[config.mk]
export PLATFORM = sky130hd
export DESIGN_NAME = injector_peak_hold_ctrl
export DESIGN_NICKNAME = d
export VERILOG_FILES = /design/src/rtl/injector_pkg.sv /design/src/rtl/injector_channel.sv /design/src/rtl/injector_peak_hold_ctrl.sv
export SDC_FILE = /design/constraint.sdc
export NUM_CORES = 1
export LEC_CHECK = 0
export BUFFER_PORTS_ARGS = -buffer_cell sky130_fd_sc_hd__buf_2
export CAP_MARGIN = 20
export CORE_ASPECT_RATIO = 0.9
export CORE_MARGIN = 3
export CORE_UTILIZATION = 55
export CTS_BUF_LIST = sky130_fd_sc_hd__clkbuf_2
export CTS_CLUSTER_DIAMETER = 50
export DETAILED_ROUTE_END_ITERATION = 6
export MAX_ROUTING_LAYER = met4
export PLACE_DENSITY = 0.8
export SLEW_MARGIN = 25
export SYNTH_ARGS = -nofsm -noshare
export SYNTH_HDL_FRONTEND = slang
export SYNTH_SLANG_ARGS = --single-unit
export TNS_END_PERCENT = 50
[constraint.sdc]
create_clock -name i_clock -period 2 [get_ports i_clock]
set_input_delay 0.5 -clock i_clock [delete_from_list [all_inputs] [get_ports i_clock]]
set_output_delay 0.5 -clock i_clock [all_outputs]
set_load 0.01 [all_outputs]
[src/rtl/injector_pkg.sv]
// Shared definitions for the injector peak-and-hold controller.
//
// Contents:
//   inj_state_t    - per-channel FSM state encoding (IDLE=0, PEAK=1, HOLD_ON=2,
//                    HOLD_OFF=3, FAULT=4)
//   PHASE_*        - two-bit phase codes reported on o_phase
//   DEFAULT_*      - default channel count and timing constants
//   phase_of()     - state -> phase code decode
//   drive_of()     - state -> gate drive decode (on only in PEAK and HOLD_ON)
package injector_pkg;

    typedef enum logic [2:0] {
        IDLE     = 3'd0,
        PEAK     = 3'd1,
        HOLD_ON  = 3'd2,
        HOLD_OFF = 3'd3,
        FAULT    = 3'd4
    } inj_state_t;

    localparam logic [1:0] PHASE_IDLE     = 2'd0;  // also reported for FAULT
    localparam logic [1:0] PHASE_PEAK     = 2'd1;
    localparam logic [1:0] PHASE_HOLD_ON  = 2'd2;
    localparam logic [1:0] PHASE_HOLD_OFF = 2'd3;

    localparam int DEFAULT_CHANNELS     = 4;
    localparam int DEFAULT_PEAK_TIMEOUT = 4000;
    localparam int DEFAULT_MIN_OFF      = 8;

    function automatic logic [1:0] phase_of(inj_state_t s);
        logic [1:0] p;
        case (s)
            PEAK:     p = PHASE_PEAK;
            HOLD_ON:  p = PHASE_HOLD_ON;
            HOLD_OFF: p = PHASE_HOLD_OFF;
            default:  p = PHASE_IDLE;
        endcase
        return p;
    endfunction

    function automatic logic drive_of(inj_state_t s);
        return (s == PEAK) || (s == HOLD_ON);
    endfunction

endpackage

[src/rtl/injector_channel.sv]
// Single injector channel: sense synchronizers, peak/hold FSM, cycle counter
// and sticky peak-timeout fault bit.
//
// Ports:
//   clk, rst_n   - clock and asynchronous active-low reset
//   enable       - injection window (synchronous, level)
//   peak_sense   - peak-current comparator (asynchronous)
//   hold_sense   - hold-current comparator (asynchronous)
//   tick         - one-cycle chop re-arm tick (synchronous)
//   fault_clear  - one-cycle pulse clearing the sticky fault
//   drive        - registered gate drive, high = on
//   fault        - sticky peak-timeout fault
//   state        - current FSM state (debug / phase decode)
module injector_channel
    import injector_pkg::*;
#(
    parameter int PEAK_TIMEOUT = DEFAULT_PEAK_TIMEOUT,
    parameter int MIN_OFF      = DEFAULT_MIN_OFF,
    parameter int CNT_W        = $clog2(PEAK_TIMEOUT + 1)
) (
    input  logic       clk,
    input  logic       rst_n,
    input  logic       enable,
    input  logic       peak_sense,
    input  logic       hold_sense,
    input  logic       tick,
    input  logic       fault_clear,
    output logic       drive,
    output logic       fault,
    output inj_state_t state
);

    localparam logic [CNT_W-1:0] TIMEOUT_LAST = CNT_W'(PEAK_TIMEOUT - 1);
    localparam logic [CNT_W-1:0] MIN_OFF_CNT  = CNT_W'(MIN_OFF);

    logic [1:0]       peak_sync;
    logic [1:0]       hold_sync;
    logic             peak_s;
    logic             hold_s;
    inj_state_t       state_next;
    logic [CNT_W-1:0] cnt;
    logic [CNT_W-1:0] cnt_next;

    // Two-flop synchronizers; bit 1 is the only copy the FSM looks at.
    always_ff @(posedge clk or negedge rst_n) begin
        if (!rst_n) begin
            peak_sync <= 2'b00;
            hold_sync <= 2'b00;
        end else begin
            peak_sync <= {peak_sync[0], peak_sense};
            hold_sync <= {hold_sync[0], hold_sense};
        end
    end

    assign peak_s = peak_sync[1];
    assign hold_s = hold_sync[1];

    always_ff @(posedge clk or negedge rst_n) begin
        if (!rst_n) begin
            state <= IDLE;
            cnt   <= '0;
            drive <= 1'b0;
            fault <= 1'b0;
        end else begin
            state <= state_next;
            cnt   <= cnt_next;
            // Drive is decoded from the next state so it changes together
            // with the state register and cannot glitch.
            drive <= drive_of(state_next);
            // Entry into FAULT outranks a simultaneous clear.
            if ((state_next == FAULT) && (state != FAULT)) begin
                fault <= 1'b1;
            end else if (fault_clear) begin
                fault <= 1'b0;
            end
        end
    end

    always_comb begin
        state_next = state;
        cnt_next   = cnt;
        case (state)
            IDLE: begin
                cnt_next = '0;
                if (enable) begin
                    state_next = PEAK;
                end
            end

            PEAK: begin
                // Leaves at TIMEOUT_LAST at the latest, so this never wraps.
                cnt_next = cnt + CNT_W'(1);
                if (!enable) begin
                    state_next = IDLE;
                    cnt_next   = '0;
                end else if (peak_s) begin
                    // Sense beats a timeout landing on the same cycle.
                    state_next = HOLD_OFF;
                    cnt_next   = '0;
                end else if (cnt == TIMEOUT_LAST) begin
                    state_next = FAULT;
                    cnt_next   = '0;
                end
            end

            HOLD_OFF: begin
                if (cnt < MIN_OFF_CNT) begin
                    cnt_next = cnt + CNT_W'(1);
                end
                if (!enable) begin
                    state_next = IDLE;
                    cnt_next   = '0;
                end else if ((cnt >= MIN_OFF_CNT) && tick) begin
                    // Ticks before the minimum off time are simply dropped.
                    state_next = HOLD_ON;
                    cnt_next   = '0;
                end
            end

            HOLD_ON: begin
                cnt_next = '0;
                if (!enable) begin
                    state_next = IDLE;
                end else if (hold_s) begin
                    state_next = HOLD_OFF;
                end
            end

            FAULT: begin
                cnt_next = '0;
                if (!enable) begin
                    state_next = IDLE;
                end
            end

            default: begin
                state_next = IDLE;
                cnt_next   = '0;
            end
        endcase
    end

endmodule

[src/rtl/injector_peak_hold_ctrl.sv]
// Peak-and-hold current controller for CHANNELS fuel injectors. Each channel
// runs its own injector_channel instance; this level only fans the buses out
// and packs the per-channel outputs back together.
//
// Ports:
//   i_clock          - system clock
//   i_reset          - asynchronous active-low reset
//   i_enable         - per-channel injection window
//   i_peakSense      - per-channel peak comparator (asynchronous)
//   i_holdSense      - per-channel hold comparator (asynchronous)
//   i_periodPhased   - per-channel chop tick
//   i_faultClear     - per-channel sticky fault clear pulse
//   o_injectorDrive  - per-channel gate drive, high = on
//   o_fault          - per-channel sticky peak-timeout fault
//   o_phase          - 2 bits per channel: 0 idle/fault, 1 peak, 2 hold-on,
//                      3 hold-off; channel n at [2n+1:2n]
module injector_peak_hold_ctrl
    import injector_pkg::*;
#(
    parameter int CHANNELS     = DEFAULT_CHANNELS,
    parameter int PEAK_TIMEOUT = DEFAULT_PEAK_TIMEOUT,
    parameter int MIN_OFF      = DEFAULT_MIN_OFF,
    parameter int CNT_W        = $clog2(PEAK_TIMEOUT + 1)
) (
    input  logic                  i_clock,
    input  logic                  i_reset,
    input  logic [CHANNELS-1:0]   i_enable,
    input  logic [CHANNELS-1:0]   i_peakSense,
    input  logic [CHANNELS-1:0]   i_holdSense,
    input  logic [CHANNELS-1:0]   i_periodPhased,
    input  logic [CHANNELS-1:0]   i_faultClear,
    output logic [CHANNELS-1:0]   o_injectorDrive,
    output logic [CHANNELS-1:0]   o_fault,
    output logic [2*CHANNELS-1:0] o_phase
);

    inj_state_t ch_state [CHANNELS];

    for (genvar g = 0; g < CHANNELS; g++) begin : g_ch
        injector_channel #(
            .PEAK_TIMEOUT (PEAK_TIMEOUT),
            .MIN_OFF      (MIN_OFF),
            .CNT_W        (CNT_W)
        ) u_channel (
            .clk         (i_clock),
            .rst_n       (i_reset),
            .enable      (i_enable[g]),
            .peak_sense  (i_peakSense[g]),
            .hold_sense  (i_holdSense[g]),
            .tick        (i_periodPhased[g]),
            .fault_clear (i_faultClear[g]),
            .drive       (o_injectorDrive[g]),
            .fault       (o_fault[g]),
            .state       (ch_state[g])
        );

        // Decoded straight from the state register, so reset forces 0 at once.
        assign o_phase[2*g +: 2] = phase_of(ch_state[g]);
    end

endmodule

==> results of run 1 <==
-- worst max-delay path, cell delays in order (launching register included) --
cell,delay (ps)
dfrtp_1,470
or3b_1,400
or3_1,400
a211oi_2,230
buf_4,220
nor2_1,70
-- sequential cells by signal, summed over array words and instances, names as in the netlist --
signal / count
g_ch.u_channel.cnt: 48
g_ch.u_channel.drive: 4
g_ch.u_channel.fault: 4
g_ch.u_channel.hold_sync: 8
g_ch.u_channel.peak_sync: 8
g_ch.u_channel.state: 12
-- per-layer routing --
layer  share of wire (%)  global-route usage, %  up-vias
met3                 5.1                  5.674       16
met5                   0                      -        -
li1                    -                      -     1573
met1                  45                  24.92     1560
met2                  47                  32.57       88
met4                 1.9                  7.547        0
-- kinds of logic after synthesis --
family | count (synthesis)
simple gates | 209
buf+inv | 30
flops | 84
compound gates | 55
fa+ha+maj | 8
xor+xnor | 37
-- where the power goes --
group / internal (uW) / switching, uW / leakage (uW)
logic: 174 / 237 / 0.000887
clock network: 281 / 575 / 0.0000642
registers: 1790 / 80.2 / 0.00111
-- placed cells by master (no fill, tap or decap), types with 3 or more instances in the layout --
| cell | instances |
|---|---|
| ha_1 | 8 |
| nand2_1 | 37 |
| o21ai_0 | 6 |
| nor2_1 | 59 |
| clkbuf_2 | 9 |
| o21ai_1 | 9 |
| or4bb_1 | 4 |
| nand3_1 | 17 |
| a21oi_1 | 8 |
| inv_1 | 18 |
| and4_1 | 3 |
| o22ai_1 | 6 |
| dfrtp_1 | 82 |
| or2_1 | 3 |
| buf_2 | 36 |
| nor3_1 | 17 |
| buf_4 | 11 |
| o211ai_1 | 8 |
| and3_1 | 6 |
| xor2_1 | 19 |
| or3_1 | 7 |
| xnor2_1 | 18 |
| nor2b_1 | 11 |
| dlygate4sd3_1 | 5 |
| a21oi_2 | 3 |
| nand3b_1 | 4 |
| nor3b_1 | 3 |
| nor4_1 | 7 |
| nand4b_1 | 3 |
| nand4_1 | 10 |
-- worst max path at each step --
stage                                    start                   endpoint  slack [ps]  cells after the start
floorplan             g_ch[0].u_channel.cnt[6]   g_ch[0].u_channel.cnt[1]         280                      5
global placement      g_ch[2].u_channel.cnt[0]   g_ch[2].u_channel.cnt[0]          90                      5
detailed placement    g_ch[2].u_channel.cnt[0]   g_ch[2].u_channel.cnt[1]         -20                      5
CTS                 g_ch[0].u_channel.state[0]                 o_phase[0]         100                      2
global route          g_ch[0].u_channel.cnt[3]   g_ch[0].u_channel.cnt[4]          10                      5
finish                g_ch[0].u_channel.cnt[5]  g_ch[0].u_channel.cnt[10]         120                      5
-- final cells by class --
cell class	instances	area [um2]	share of cell area, %
Inverter	18	67.56	1.443
Timing Repair Buffer	53	332.8	7.108
Clock buffer	9	45.04	0.9621
Tap cell	93	116.4	2.485
Multi-Input combinational cell	309	1952	41.69
Sequential cell	84	2105	44.95
Clock inverter	6	63.81	1.363
-- stage by stage --
stage | power (uW) | std cells
detailed placement | 2303 | 552
CTS | 3159 | 568
global route | 3307 | 572
global placement | 2281 | 552
floorplan | 2152 | 423
finish | 3133 | 572
-- repair_timing --
item / 4_1_cts / 5_1_grt
gates resized for setup: 1 / 5
pin swaps: 0 / 0
endpoints found under the hold margin: 83 / 4
hold buffers: 1 / 4
endpoints found under the setup margin: 7 / 4
==> impl_metrics.toml, run 1 <==
[worst_hold_path]
hold_depth = 1
hold_start = "i_peakSense[0]"
min_to = "g_ch[0].u_channel.peak_sync[0]"
holdCritPathClass = "in -> reg"

[detailed_routing]
drtPass1Iterations = 5
wl_um = 7944
via_per_inst = 5.659
drc_errors = 0
vias = 3237
drt_first_iter_violations = 123
ant_nets = 0
routedWlPerCell_um = 13.89

[cts]
htreeDepth = 3
clock_path_buffers = 2
cts_tree = "done"
clock-root-buffer = "clkbuf_2"
clkTransAtPathRegs_ps = 240
insertion_delay_ps = 520
cts_buffers = 9
cts.sinks = 84
cts_setup_buffers = 0

[logic_synthesis]
synth_most_common_cell = "dfrtp_1"
synth_area_mm2 = 0.004183
synth_seq_area_share_pct = 50.25
dominantRegCellSynth = "dfrtp_1"
synth_xor_area_share_pct = 7.748
synthSimpleGateAreaFrac_pct = 27.31
synthMuxAreaShare_pct = 0
syn_inst = 423
ys_ff_latch = 84
synthAdderAreaFrac_pct = 2.393
yosys-top-cells-count = "dfrtp_1, nor2_1, nand2_1"
synth_top_cell_by_area = "dfrtp_1"
avgSynthCellArea_um2 = 9.888
synth_cell_type_count = 54
ys_warn_count = 0
async_flop_share_pct = 100.0
ys_top_cells_by_area = "dfrtp_1, nor2_1, xor2_1"
synth_compound_area_share_pct = 8.735
synth_top_cell_area_share_pct = 50.25
syn_nets = 453
synth_top_family_by_area = "simple AND/OR/NAND/NOR gates"
synth_edf_count = 0

[critical_path]
crit_path_start_kind = "flop"
cp.required_ps = 2440
r2r_slack_ps = 120
r2r-end = "g_ch[0].u_channel.cnt[10]"
path_class = "reg -> reg"
worstPathArrival_ps = 2330
r2r_cells = 5
path_max_fanout = 10
timing.rr.start = "g_ch[0].u_channel.cnt[5]"
critPathCaptureType = "flop"

[grt]
grt_pass1_wl_um = 14000
grt_overflow = 0
grt_pass1_vias = 3161
antenna_found_initial = 0
grt_max_degree = 85
track_usage_pct = 20.34

[placed_design]
post_dp_cell_area_mm2 = 0.004501
pre_cts_ws_ps = -18.14
placement.io_buffers = 37
hpwl_um = 5629
place_congestion = 0.8759

[sta]
tns_ps = 0
hold_viol_final = 0
maxSlewViolCount = 0
skew_ps = 26.65
period_share_pct = 94.24
holdWs_ps = 64.20
timing.fmax_mhz = 530.6
rsz0062_at_grt = "no"
setup_viol = 0
period_needed_ps = 1885
setup_ws_ps = 115.2
max_slew_margin_pct = 70.07
worst_pin_slew_ps = 441.9

[layout]
drive_gt1_share_pct = 16.91
stdcell_area_mm2 = 0.004682
fillCellCount = 589
nNetsFinal = 505
diodes = 0
final_core_util_pct = 64.84
syn_to_final_growth_pct = 11.94

[die]
rows = 29
core_mm2 = 0.007221
dieHeight_um = 88.73
die_x_um = 97.93
die-area_mm2 = 0.008689
initial_core_util_pct = 57.93
ios = 38

[power_and_ir_drop]
leakage_uw = 0.002061
power.density_mw_per_mm2 = 669.2
ir_drop_v = 0.0006679

[job]
drv_cap = 0

[status]
outcome = "complete, no violations"
No activity file was read; power rests on OpenSTA's default activity.
==> run 2: changes to the inputs <==
- HOLD_SLACK_MARGIN: unset -> 0.1
==> impl_metrics.toml, run 2 (synthesized netlist as in run 1, its figures left out) <==
[status]
outcome = "complete, no violations"

[sta]
timing.fmax_mhz = 530.0
setup_viol = 0
maxSlewViolCount = 0
worst_pin_slew_ps = 442.7
rsz0062_at_grt = "no"
skew_ps = 26.01
hold_viol_final = 0
max_slew_margin_pct = 70.02
period_needed_ps = 1887
period_share_pct = 94.34
holdWs_ps = 274.6

[die]
core_mm2 = 0.007221
ios = 38
rows = 29
die-area_mm2 = 0.008689
die_x_um = 97.93
initial_core_util_pct = 57.93
dieHeight_um = 88.73

[layout]
syn_to_final_growth_pct = 13.85
drive_gt1_share_pct = 16.63
reg_top3 = "g_ch.u_channel.cnt x48, g_ch.u_channel.state x12"
seqCellArea_mm2 = 0.002105
regMostFlops = "g_ch.u_channel.cnt"
nNetsFinal = 513
multiInputGateArea_mm2 = 0.001952
stdcell_area_mm2 = 0.004762
final_core_util_pct = 65.95
layout_commonest_cell = "dfrtp_1"
largest_reg_flops = 48
diodes = 0
stdcell_count = 580
fillCellCount = 583
layout_common_cells = "dfrtp_1, nor2_1, nand2_1"

[detailed_routing]
via_per_inst = 5.643
ant_nets = 0
drt_first_iter_violations = 147
routedWlPerCell_um = 13.86
wl_um = 8037
drtPass1Iterations = 4
vias = 3273
drc_errors = 0

[cts]
clock_path_buffers = 2
htreeDepth = 3
clock-root-buffer = "clkbuf_2"
insertion_delay_ps = 520
clkTransAtPathRegs_ps = 240
cts.sinks = 84
cts_buffers = 9
cts_tree = "done"

[placed_design]
post_dp_cell_area_mm2 = 0.004501
placed_cells = 552
hpwl_um = 5629
place_congestion = 0.8759
placement.io_buffers = 37

[grt]
grt_pass1_vias = 3222
grt_max_degree = 85
antenna_found_initial = 0
track_usage_pct = 20.57
grt_pass1_wl_um = 14170
grt_overflow = 0

[power_and_ir_drop]
netSwitchingPower_uw = 891.2
ir_drop_v = 0.0006751
p_clk_share_pct = 27.1
power.density_mw_per_mm2 = 659.8
internal-power_uw = 2251
leakage_uw = 0.002094
p_comb_share_pct = 13.5
power_uw = 3142
seqPwrFrac_pct = 59.4
p_sw_share_pct = 28.36

[critical_path]
crit_path_start_kind = "flop"
path_cells = "or3b_1 > or3_1 > a211oi_2 > buf_4 > nor2_1"
worstPathArrival_ps = 2330
critPathCaptureType = "flop"
cp.required_ps = 2440
worst_path_max_delay_cell = "dfrtp_1"
path_max_fanout = 10
path_class = "reg -> reg"
cpPeakStageDelay_ps = 470

[job]
drv_cap = 0

[worst_hold_path]
holdCritPathClass = "in -> reg"
## run 2: changes by cell type in the layout (fill, tap and decap cells not counted), sizes merged
cell / before / now
dlygate4sd3: 5 / 13
## run 2: worst paths after layout
kind                       slack [ps]  cells past startpoint                      startpoint                        endpoint
min in group asynchronous         500                      3                         i_reset        g_ch[0].u_channel.cnt[3]
max                               110                      5        g_ch[0].u_channel.cnt[5]       g_ch[0].u_channel.cnt[10]
min reg2reg                       380                      0  g_ch[2].u_channel.peak_sync[0]  g_ch[2].u_channel.peak_sync[1]
max in group asynchronous        1150                      3                         i_reset        g_ch[3].u_channel.cnt[9]
min                               270                      2                     i_enable[2]      g_ch[2].u_channel.state[1]
max reg2reg                       110                      5        g_ch[0].u_channel.cnt[5]       g_ch[0].u_channel.cnt[10]
## run 2: power by group through the flow
stage | registers (uW) | logic, uW | clock network (uW)
after floorplan | 1870 | 280 | 0
after global placement | 1890 | 394 | 0
after detailed placement | 1900 | 408 | 0
after CTS | 1870 | 426 | 882
after global routing | 1890 | 478 | 958
final | 1870 | 424 | 852
## run 2: critical path, delay by kind of cell, from the launching register on
family,cells,cell delay [ps]
AO/OA/AOI/OAI,1,230
buffers and inverters,1,220
AND/OR/NAND/NOR,3,870
flip-flops,1,470
## run 2: what timing repair did
item                                   in CTS  in global routing
setup endpoints to repair                   7                  4
setup buffers                               0                  0
endpoints found under the hold margin      94                  2
hold buffers                               11                  2
resized for setup                           1                  5
## run 2: metal layers
| layer | global-route usage (%) | up-vias | share of wire, % |
|---|---|---|---|
| met5 | - | - | 0 |
| met4 | 7.547 | 0 | 1.9 |
| met3 | 5.674 | 16 | 4.9 |
| met2 | 33.37 | 91 | 48 |
| met1 | 24.92 | 1575 | 45 |
| li1 | - | 1591 | - |
## run 2: final cells by class
type,instances,area share (%)
Sequential cell,84,44.19
Multi-Input combinational cell,309,40.99
Timing Repair Buffer,61,8.671
Tap cell,93,2.444
Inverter,18,1.419
Clock inverter,6,1.340
Clock buffer,9,0.9459
## run 2: through the flow
stage	TNS (ps)	setup WS, ps
floorplan	0	283.6
global placement	0	85.65
detailed placement	-18.14	-18.14
CTS	0	104.3
global route	0	11.29
finish	0	113.1
==> run 3: changes to the inputs <==
- PLACE_DENSITY: 0.8 -> 0.72
==> impl_metrics.toml, run 3 (synthesized netlist as in run 1, its figures left out) <==
[status]
outcome = "complete, no violations"

[power_and_ir_drop]
power.density_mw_per_mm2 = 662.0
p_comb_share_pct = 13.7
seqPwrFrac_pct = 58.7
p_clk_share_pct = 27.6
p_sw_share_pct = 28.06
leakage_uw = 0.002121
netSwitchingPower_uw = 888.7
internal-power_uw = 2279
ir_drop_v = 0.0005211

[layout]
reg_top3 = "g_ch.u_channel.cnt x48, g_ch.u_channel.state x12"
diodes = 0
layout_commonest_cell = "dfrtp_1"
nNetsFinal = 517
layout_common_cells = "dfrtp_1, nor2_1, nand2_1"
final_core_util_pct = 66.26
syn_to_final_growth_pct = 14.39
fillCellCount = 598
regMostFlops = "g_ch.u_channel.cnt"
multiInputGateArea_mm2 = 0.001939
seqCellArea_mm2 = 0.002103
drive_gt1_share_pct = 16.87
largest_reg_flops = 48

[placed_design]
pre_cts_ws_ps = 44.59
placement.io_buffers = 37
place_congestion = 0.9516
hpwl_um = 5521

[detailed_routing]
ant_nets = 0
vias = 3221
routedWlPerCell_um = 13.45
drc_errors = 0
via_per_inst = 5.506
drtPass1Iterations = 4
drt_first_iter_violations = 121
wl_um = 7866

[sta]
period_needed_ps = 1856
skew_ps = 23.61
setup_viol = 0
worst_pin_slew_ps = 486.4
timing.fmax_mhz = 538.9
max_slew_margin_pct = 67.57
hold_viol_final = 0
maxSlewViolCount = 0
setup_ws_ps = 144.2
period_share_pct = 92.79

[cts]
clock_path_buffers = 2
cts_buffers = 9
cts.sinks = 84
cts_tree = "done"
insertion_delay_ps = 500
clkTransAtPathRegs_ps = 240
clock-root-buffer = "clkbuf_2"
htreeDepth = 3
cts_setup_buffers = 0

[critical_path]
worst_path_max_delay_cell = "dfrtp_1"
path_max_fanout = 10
cp.required_ps = 2430
cpPeakStageDelay_ps = 460
crit_path_start_kind = "flop"
path_cells = "or3b_1 > or3_1 > a211oi_2 > buf_4 > o21ai_2"
path_class = "reg -> reg"
worstPathArrival_ps = 2290
critPathCaptureType = "flop"

[grt]
grt_overflow = 0
grt_pass1_wl_um = 13780
grt_max_degree = 85
track_usage_pct = 20.13
antenna_found_initial = 0
grt_pass1_vias = 3115

[die]
die_x_um = 97.93
ios = 38
initial_core_util_pct = 57.93
die-area_mm2 = 0.008689
rows = 29
dieHeight_um = 88.73
core_mm2 = 0.007221

[job]
drv_cap = 0

[worst_hold_path]
holdCritPathClass = "in -> reg"
-- run 3: cell count changes in the layout (fill, tap and decap cells not counted) --
cell,change
buf_4,+4
clkinv_4,+2
dfrtp_1,+1
a21oi_4,-1
clkbuf_2,+2
nand3_1,+1
clkinv_2,-2
nand3_2,-1
a21oi_2,+1
clkinv_1,+1
clkinvlp_4,-2
dfrtp_2,-1
-- run 3: final timing paths --
path                                                 from                        endpoint  slack (ps)  depth (start not counted)
max                              g_ch[0].u_channel.cnt[5]        g_ch[0].u_channel.cnt[1]         140                          5
min                                           i_enable[2]      g_ch[2].u_channel.state[1]         270                          2
max reg2reg                      g_ch[0].u_channel.cnt[5]        g_ch[0].u_channel.cnt[1]         140                          5
min reg2reg                g_ch[0].u_channel.hold_sync[0]  g_ch[0].u_channel.hold_sync[1]         350                          0
max in group asynchronous                         i_reset        g_ch[1].u_channel.cnt[9]        1110                          3
min in group asynchronous                         i_reset      g_ch[2].u_channel.state[0]         510                          3
-- run 3: cell type report --
| type | count | share of cell area (%) |
|---|---|---|
| clock buffer | 11 | 1.151 |
| clock inverter | 5 | 1.255 |
| inverter | 18 | 1.412 |
| multi-input combinational | 309 | 40.53 |
| sequential | 84 | 43.96 |
| tap | 93 | 2.432 |
| timing repair buffer | 65 | 9.257 |
-- run 3: power groups by stage --
stage,registers [uW],logic [uW],clock network [uW]
2_1_floorplan,1870,280,0
3_3_place_gp,1880,409,0
3_5_place_dp,1890,419,0
4_1_cts,1860,437,918
5_1_grt,1870,486,988
6_report,1860,435,873
-- run 3: repair_timing --
| item | 4_1_cts | 5_1_grt |
|---|---|---|
| gates resized for setup | 0 | 3 |
| hold endpoints to repair | 94 | 2 |
| setup endpoints to repair | 0 | 23 |
| hold buffers | 11 | 2 |
-- run 3: per-layer routing --
layer | routed length, um | GRT usage, % | vias to the layer above
met5 | 0 | - | -
met1 | 3639 | 24.99 | 1549
li1 | - | - | 1599
met2 | 3825 | 33.07 | 66
met4 | 84 | 6.038 | 0
met3 | 317 | 4.965 | 7
-- run 3: critical path, delay by kind of cell, from the launching register on --
family	cells	cell delay, ps
and+or+nand+nor	2	790
DFF	1	460
AOI/OAI and AO/OA	2	300
buffers and inverters	1	230
-- run 3: metrics by stage --
step	total power (uW)	area [um2]	hold slack, ps	cells	setup TNS (ps)
finish	3168	4785	269.6	585	0
global placement	2292	4531	333.3	556	0
CTS	3214	4756	104.9	583	0
floorplan	2152	4183	204.4	423	0
detailed placement	2308	4531	334.7	556	0
global route	3349	4785	174.8	585	-4.534
